[src/rtl/lut_eval_filtered.sv]
// lut_eval_filtered
//   Runtime-loadable N-input truth-table evaluator with a settle filter that
//   models slow gate response. The active table is replaced through a serial
//   bit-by-bit load (LSB first) and swapped in atomically on commit.
//
// Ports:
//   clk         rising-edge clock
//   rst         asynchronous, active-high reset
//   in_bits     logic inputs; in_bits[N_IN-1] is the table index MSB
//   cfg_start   begin or restart a table load
//   cfg_valid   cfg_bit is valid this cycle
//   cfg_bit     serial table bit, index 0 first
//   cfg_ready   high while loading; a bit transfers on cfg_valid && cfg_ready
//   cfg_done    one-cycle pulse while the new table is being committed
//   tt_active   currently active truth table
//   out_raw     registered tt_active[in_bits]
//   out         settle-filtered out_raw
//   out_toggle  one-cycle pulse on the cycle out changes
module lut_eval_filtered #(
  parameter int unsigned               N_IN       = 3,
  parameter int unsigned               SETTLE     = 4,
  parameter logic [(2**N_IN)-1:0]      DEFAULT_TT = 8'hE8
) (
  input  logic                   clk,
  input  logic                   rst,
  input  logic [N_IN-1:0]        in_bits,
  input  logic                   cfg_start,
  input  logic                   cfg_valid,
  input  logic                   cfg_bit,
  output logic                   cfg_ready,
  output logic                   cfg_done,
  output logic [(2**N_IN)-1:0]   tt_active,
  output logic                   out_raw,
  output logic                   out,
  output logic                   out_toggle
);

  localparam int unsigned TT_W = 2**N_IN;
  localparam int unsigned CW   = $clog2(SETTLE + 1);

  typedef enum logic [1:0] {
    IDLE   = 2'd0,
    LOAD   = 2'd1,
    COMMIT = 2'd2
  } state_t;

  state_t            state_q;
  logic [N_IN-1:0]   idx_q;
  logic [TT_W-1:0]   shadow_q;
  logic [TT_W-1:0]   tt_q;
  logic              ready_q;
  logic              done_q;

  logic              raw_q, raw_d;
  logic              out_q, out_d;
  logic              tog_q, tog_d;
  logic [CW-1:0]     cnt_q, cnt_d;

  // Load FSM: bits accumulate in a shadow register so evaluation keeps using
  // the old table until the whole new one has arrived.
  always_ff @(posedge clk or posedge rst) begin
    if (rst) begin
      state_q  <= IDLE;
      idx_q    <= '0;
      shadow_q <= '0;
      tt_q     <= DEFAULT_TT;
      ready_q  <= 1'b0;
      done_q   <= 1'b0;
    end else begin
      done_q <= 1'b0;
      case (state_q)
        IDLE: begin
          if (cfg_start) begin
            state_q  <= LOAD;
            idx_q    <= '0;
            shadow_q <= '0;
            ready_q  <= 1'b1;
          end
        end
        LOAD: begin
          // Restart wins over a simultaneous bit, which is dropped.
          if (cfg_start) begin
            idx_q    <= '0;
            shadow_q <= '0;
          end else if (cfg_valid) begin
            shadow_q[idx_q] <= cfg_bit;
            idx_q           <= idx_q + 1'b1;
            if (idx_q == N_IN'(TT_W - 1)) begin
              state_q <= COMMIT;
              ready_q <= 1'b0;
              done_q  <= 1'b1;
            end
          end
        end
        COMMIT: begin
          tt_q    <= shadow_q;
          state_q <= IDLE;
        end
        default: begin
          state_q <= IDLE;
          ready_q <= 1'b0;
        end
      endcase
    end
  end

  // Settle filter: out only follows out_raw after SETTLE consecutive
  // mismatching cycles; any agreement in between clears the count.
  always_comb begin
    raw_d = tt_q[in_bits];
    out_d = out_q;
    tog_d = 1'b0;
    cnt_d = cnt_q;
    if (raw_q == out_q) begin
      cnt_d = '0;
    end else if (cnt_q == CW'(SETTLE - 1)) begin
      out_d = raw_q;
      tog_d = 1'b1;
      cnt_d = '0;
    end else begin
      cnt_d = cnt_q + 1'b1;
    end
  end

  always_ff @(posedge clk or posedge rst) begin
    if (rst) begin
      raw_q <= 1'b0;
      out_q <= 1'b0;
      tog_q <= 1'b0;
      cnt_q <= '0;
    end else begin
      raw_q <= raw_d;
      out_q <= out_d;
      tog_q <= tog_d;
      cnt_q <= cnt_d;
    end
  end

  assign cfg_ready  = ready_q;
  assign cfg_done   = done_q;
  assign tt_active  = tt_q;
  assign out_raw    = raw_q;
  assign out        = out_q;
  assign out_toggle = tog_q;

endmodule

[config.mk]
export PLATFORM = sky130hd
export DESIGN_NAME = lut_eval_filtered
export DESIGN_NICKNAME = d
export VERILOG_FILES = /design/src/rtl/lut_eval_filtered.sv
export SDC_FILE = /design/constraint.sdc
export NUM_CORES = 1
export LEC_CHECK = 0
export BUFFER_PORTS_ARGS = -buffer_cell sky130_fd_sc_hd__buf_4
export CAP_MARGIN = 15
export CORE_MARGIN = 10
export CORE_UTILIZATION = 47
export CTS_BUF_LIST = sky130_fd_sc_hd__clkbuf_4 sky130_fd_sc_hd__clkbuf_8
export DETAILED_ROUTE_END_ITERATION = 10
export GPL_TIMING_DRIVEN = 1
export PLACE_DENSITY_LB_ADDON = 0.12
export SLEW_MARGIN = 20
export SYNTH_ARGS = -nofsm -noshare
export SYNTH_HDL_FRONTEND = slang
export SYNTH_SLANG_ARGS = --single-unit
[constraint.sdc]
create_clock -name clk -period 1.4 [get_ports clk]
set_clock_uncertainty 0.05 [all_clocks]
set_input_delay 0.07 -clock clk [delete_from_list [all_inputs] [get_ports clk]]
set_output_delay 0.07 -clock clk [all_outputs]
set_load 0.05 [all_outputs]
==> reports/qor.yml, run 1 <==
logic_synthesis:
  synth_top_cell_by_area: "dfrtp_1"
  yosysMostFrequentCell: "dfrtp_1"
  ys_warn_count: 0
  synth_edf_count: 0
  avgSynthCellArea_um2: 13.2
  yosysSeqAreaShare: 0.575
  syn-instance-count: 96
  synthDistinctLibCells: 27
  synthFlopType: "dfrtp_1"
  synthArstFlopShare: 1.00
  synth_top_area_frac: 0.492
  synth_area_leaders: "dfrtp_1 (49%), mux2_2 (9.7%), dfstp_2 (8.3%), mux4_1 (4.1%), o211ai_1 (3.5%)"
  netlist_area_mm2: 0.00127
  ys_ff_latch: 29
  synth_common_cells: "dfrtp_1 (25), mux2_2 (11), o21ai_0 (8)"
  synth_fp_nets: 107
clocking:
  cts.sinks: 29
  clock-root-buffer: "clkbuf_4"
  cts_max_level: 2
  cts_made_buffers: 5
  insertion_delay_ps: 330
  tritoncts: "yes"
  clkSlewWorstSetupHoldPaths_ps: 90
  clk_path_buf_depth: 2
power_and_ir_drop:
  p_leak_nw: 0.746
  clock_power_share: 0.370
  peakVddDrop_mv: 0.632
  p_int_w: 0.00119
  switchingPower_w: 0.000359
  power.share.sequential: 0.555
  combPwrFrac: 0.075
  switching_share: 0.232
  power.density_mw_per_mm2: 977
place:
  gp_congestion: 0.741
  place_hpwl_um: 1710
  placed_area_mm2: 0.00148
  port_buffers: 20
sta:
  fin_crit_sh: 0.934
  period_needed_ps: 1310
  maxSlewHeadroom: 0.762
  hold_ws_ps: 63.4
  rsz0062_at_grt: "no"
  tightest_slew_ps: 357
  hold_viol_final: 0
  slew_violations: 0
  finalSetupViolCount: 0
  fmaxAchievable_mhz: 765
global_route:
  grt_pass1_vias: 825
  busiest_layer: "met2"
  grt_max_degree: 30
  grt.met3_usage: 0.0476
  grt_pass1_wl_um: 3950
  grtUsageMet1: 0.119
  overflow: 0
  antenna_found_initial: 0
  grtUsageTotal: 0.0980
  grtUsageMet2: 0.130
worst_setup_path:
  cpPeakStageDelay_ps: 470
  critPathLaunchType: "flip-flop"
  critPathMaxFanout: 9
  criticalPathCategory: "reg -> reg"
  critPathTopFamily: "flip-flops"
  crit_required_ps: 1570
  crit_arrival_ps: 1470
  critPathCaptureType: "flip-flop"
  path_cells: "a21oi_1 -> or2_2 -> mux2_2"
  crit_buf_inv: 0
  slowest_stage: "dfrtp_1"
floorplanning:
  fp.dieW_um: 72.0
  num_rows: 18
  dieArea_mm2: 0.00518
  ios: 21
  core_area_mm2: 0.00252
  start_util: 0.504
  die_h_um: 72.0
drt:
  drc_errors: 0
  dr.pass1.iters: 4
  wirelength_um: 2330
  wire_per_inst_um: 14.6
  ant_nets: 0
  vias_per_cell: 5.42
  vias: 862
  first_iter_violations: 31
run_status:
  outcome: "completed"
job:
  max_cap_violations: 0
hold_path:
  worstHoldPathType: "in -> reg"
finish:
  finish.utilization: 0.628
  final_area_mm2: 0.00159
  n_antenna_cell: 0
  drive_above_1_share: 0.457
  area_delta_synth_final_pct: 24.7
  finalNetCount: 139
## power by group through the flow
stage,Clock (W),Combinational (W),Sequential (W)
floorplan,0,0.0000505,0.000883
global placement,0,0.000106,0.000874
detailed placement,0,0.000109,0.000875
CTS,0.000589,0.000115,0.000859
global route,0.000629,0.000130,0.000861
finish,0.000573,0.000116,0.000859
## layout make-up
class	count	area (um^2)
Tap cell	30	37.5
Sequential cell	29	736
Inverter	1	3.75
Clock buffer	8	66.3
Multi-Input combinational cell	63	524
Timing Repair Buffer	28	218
Fill cell	211	937
## logic make-up after synthesis
| family | Yosys count | share of synthesized area |
|---|---|---|
| adders and majority gates | 3 | 0.0295 |
| muxes | 13 | 0.139 |
| buffers and inverters | 4 | 0.0148 |
| and+or+nand+nor | 24 | 0.121 |
| AOI/OAI and AO/OA | 22 | 0.114 |
| DFF | 29 | 0.575 |
| xor gates and xnor gates | 1 | 0.00689 |
## cells in the final DEF, fill, tap and decap left out, types with 3 or more instances in the layout
| cell | count |
|---|---|
| dfrtp_2 | 4 |
| mux2_2 | 11 |
| o211ai_1 | 6 |
| clkbuf_4 | 7 |
| nor2b_1 | 4 |
| dfstp_2 | 4 |
| buf_4 | 25 |
| dlygate4sd3_1 | 3 |
| ha_1 | 3 |
| nand2_1 | 3 |
| dfrtp_1 | 21 |
| o21ai_0 | 8 |
## what timing repair did
| item | CTS | global route |
|---|---|---|
| pin swaps | 0 | 0 |
| hold buffers | 3 | 0 |
| hold endpoints to repair | 28 | 0 |
| gates cloned | 0 | 0 |
| buffers inserted | 0 | 0 |
| gates resized for setup | 1 | 4 |
| setup endpoints to repair | 4 | 4 |
## per-stage QoR
step / setup TNS, ps / setup WS [ps] / total power, W / cells
after floorplan: -0.984 / -0.984 / 0.000933 / 96
after global placement: 0 / 60.3 / 0.000980 / 148
after detailed placement: 0 / 8.78 / 0.000983 / 148
after CTS: 0 / 21.0 / 0.00156 / 159
after global routing: 0 / 8.81 / 0.00162 / 159
final: 0 / 92.7 / 0.00155 / 159
## sequential cells by signal (all words and copies together), names as in the netlist
signal	count
out	1
state_q	2
idx_q	3
shadow_q	8
out_raw	1
cfg_done	1
cnt_q	3
cfg_ready	1
out_toggle	1
tt_active	8
## final timing paths
kind	startpoint	slack [ps]	end	depth (start not counted)
max in group asynchronous	rst	680	tt_active[6]	4
min reg2reg	cnt_q[0]	400	cnt_q[0]	1
min in group asynchronous	rst	310	cnt_q[0]	4
min	cfg_valid	60	cfg_ready	4
max reg2reg	state_q[0]	90	idx_q[0]	3
max	state_q[0]	90	idx_q[0]	3
## layer usage
metal | wire length (um) | part of all wire
met1 | 1110 | 0.48
met2 | 966 | 0.41
met3 | 188 | 0.081
met4 | 65 | 0.028
met5 | 0 | 0
## worst reg2reg max path, cell delays in order (launching register included)
cell and delay [ps]:
dfrtp_1 470, a21oi_1 90, or2_2 310, mux2_2 270
Power figures use the tool's default switching activity.
==> run 2, diff against run 1 <==
CELL_PAD_IN_SITES_DETAIL_PLACEMENT = 0   (was unset)
CELL_PAD_IN_SITES_GLOBAL_PLACEMENT = 2   (was unset)
CORE_UTILIZATION = 39   (was 47)
MAX_ROUTING_LAYER = met4   (was unset)
==> run 2 against run 1 <==
  * Non-clock buffer count grew 1
  * Clock power decreased by 13%
  * Via count is 1.4% higher
  * Die area grew 15%
  * First-iteration DRC count increased by 13%
  * Critical endpoint is now out
==> reports/qor.yml, run 2 (same netlist as run 1, synthesis figures left out) <==
floorplanning:
  ios: 21  # unchanged
  die_h_um: 77.1  # +7.1%
  start_util: 0.413  # -0.0910
  num_rows: 20  # +2
  core_area_mm2: 0.00308  # +22%
  fp.dieW_um: 77.1  # +7.1%
  dieArea_mm2: 0.00594  # +15%
worst_setup_path:
  critPathLaunchType: "flip-flop"
  worst_r2r_path_depth: 3  # unchanged
  reg2reg_slack_ps: 60  # -30 ps
  critPathMaxFanout: 4  # -5
  path_cells: "ha_1 -> nor2b_1 -> mux2_2"
  cpPeakStageDelay_ps: 370  # -100 ps
  critPathCaptureType: "flip-flop"
  crit_arrival_ps: 1510  # +40 ps
  path_depth: 3  # unchanged
  slowest_stage: "mux2_2"
  crit_required_ps: 1570  # about the same
  criticalPathCategory: "reg -> reg"
  critPathTopFamily: "multiplexers"
  crit_buf_inv: 0  # unchanged
finish:
  drive_above_1_share: 0.469  # +0.0119
  layout_commonest_cell: "buf_4"
  n_antenna_cell: 0  # unchanged
  final_area_mm2: 0.00162  # +2.0%
  finalNetCount: 140  # +0.72%
  area_delta_synth_final_pct: 27.2
  final_cell_mix: "buf_4 (25), dfrtp_1 (19), mux2_2 (11)"
  nFillCells: 267  # +27%
place:
  placed_area_mm2: 0.00151  # +2.0%
  pre_cts_slack_ps: 34.6  # +25.8 ps
  port_buffers: 20  # unchanged
  place_hpwl_um: 1860  # +8.6%
  gp_congestion: 0.677  # -8.6%
sta:
  slew_violations: 0  # unchanged
  finalSetupViolCount: 0  # unchanged
  rsz0062_at_grt: "no"
  tightest_slew_ps: 358  # +0.972 ps
  fin_crit_sh: 0.957  # +0.0237
  hold_viol_final: 0  # unchanged
  timing.final.ws_setup_ps: 59.6  # -33.1 ps
  period_needed_ps: 1340  # +33.1 ps
  fmaxAchievable_mhz: 746  # -2.5%
  finalSetupTns_ps: 0  # unchanged
  maxSlewHeadroom: 0.761  # about the same
global_route:
  grtUsageTotal: 0.0930  # -0.00503
  grt_max_degree: 30  # unchanged
  antenna_found_initial: 0  # unchanged
  grt_pass1_wl_um: 4440  # +12%
  grt_pass1_vias: 966  # +17%
  overflow: 0  # unchanged
drt:
  wirelength_um: 2510  # +7.9%
  vias_per_cell: 5.02  # -7.3%
  ant_nets: 0  # unchanged
  vias: 874  # +1.4%
  dr.pass1.iters: 4  # unchanged
  drc_errors: 0  # unchanged
  first_iter_violations: 35  # +13%
  wire_per_inst_um: 14.4  # -1.4%
clocking:
  clock-root-buffer: "clkbuf_4"
  tritoncts: "yes"
  clk_path_buf_depth: 2  # unchanged
  cts_max_level: 2  # unchanged
  insertion_delay_ps: 320  # about the same
  cts_made_buffers: 5  # unchanged
  cts.sinks: 29  # unchanged
  clkSlewWorstSetupHoldPaths_ps: 90  # about the same
hold_path:
  holdPathStages: 4  # unchanged
  worstHoldPathType: "in -> reg"
power_and_ir_drop:
  p_leak_nw: 0.750  # +0.52%
  clock_power_share: 0.337  # -0.033
  p_total_w: 0.00148  # -4.6%
  p_int_w: 0.00111  # -6.2%
  switchingPower_w: 0.000363  # +0.92%
  switching_share: 0.245  # +0.0133
  combPwrFrac: 0.082  # +0.007
  power.density_mw_per_mm2: 914  # -6.4%
  power.share.sequential: 0.582  # +0.027
  peakVddDrop_mv: 0.428  # -32%
run_status:
  outcome: "completed"
job:
  max_cap_violations: 0  # unchanged
[run 2: worst paths after layout]
kind,start,endpoint
worst min register to register,cnt_q[0],cnt_q[0]
worst max-delay path,cnt_q[0],out
worst max register to register,cnt_q[0],out
max in group asynchronous,rst,tt_active[3]
min in group asynchronous,rst,cfg_ready
worst min-delay path,cfg_valid,cfg_ready
[run 2: area by class of cell]
type / instances / area [um^2] / area share
clock buffer: 6 / 45.0 / 0.0279
clock inverter: 2 / 10.0 / 0.00619
inverter: 1 / 3.75 / 0.00232
multi-input combinational: 63 / 527 / 0.326
sequential: 29 / 738 / 0.457
tap: 44 / 55.1 / 0.0341
timing repair buffer: 29 / 238 / 0.147
[run 2: tightest hold or removal path, stage by stage]
cell	delay, ps
buf_4	130
nand2_1	80
o21ai_1	50
o21ai_0	60
[run 2: stage by stage]
| step | instances | util | hold WS, ps |
|---|---|---|---|
| finish | 174 | 0.525 | 59.8 |
| global route | 174 | 0.525 | 119 |
| CTS | 173 | 0.518 | 60.6 |
| detailed placement | 162 | 0.490 | 117 |
| global placement | 162 | 0.490 | 111 |
| floorplan | 96 | - | 94.9 |
[run 2: per-layer routing]
metal  wire length (um)  GRT usage  up-vias  share of wire
met5                  0          -        -              0
li1                   -          -      427              -
met3                133     0.0303        2          0.053
met1               1190      0.105      425           0.47
met4                 15     0.0493        0         0.0060
met2               1170      0.143       20           0.47
[run 2: power by group through the flow]
| stage | logic [W] | registers [W] | clock network, W |
|---|---|---|---|
| final | 0.000121 | 0.000859 | 0.000497 |
| after global routing | 0.000135 | 0.000861 | 0.000555 |
| after CTS | 0.000117 | 0.000859 | 0.000517 |
| after detailed placement | 0.000110 | 0.000875 | 0 |
| after global placement | 0.000108 | 0.000875 | 0 |
| after floorplan | 0.0000505 | 0.000883 | 0 |
[run 2: what timing repair did]
action | 4_1_cts | 5_1_grt
setup buffers | 0 | 1
resized for setup | 0 | 7
hold buffers | 3 | 0
setup endpoints to repair | 0 | 6
hold endpoints to repair | 28 | 0
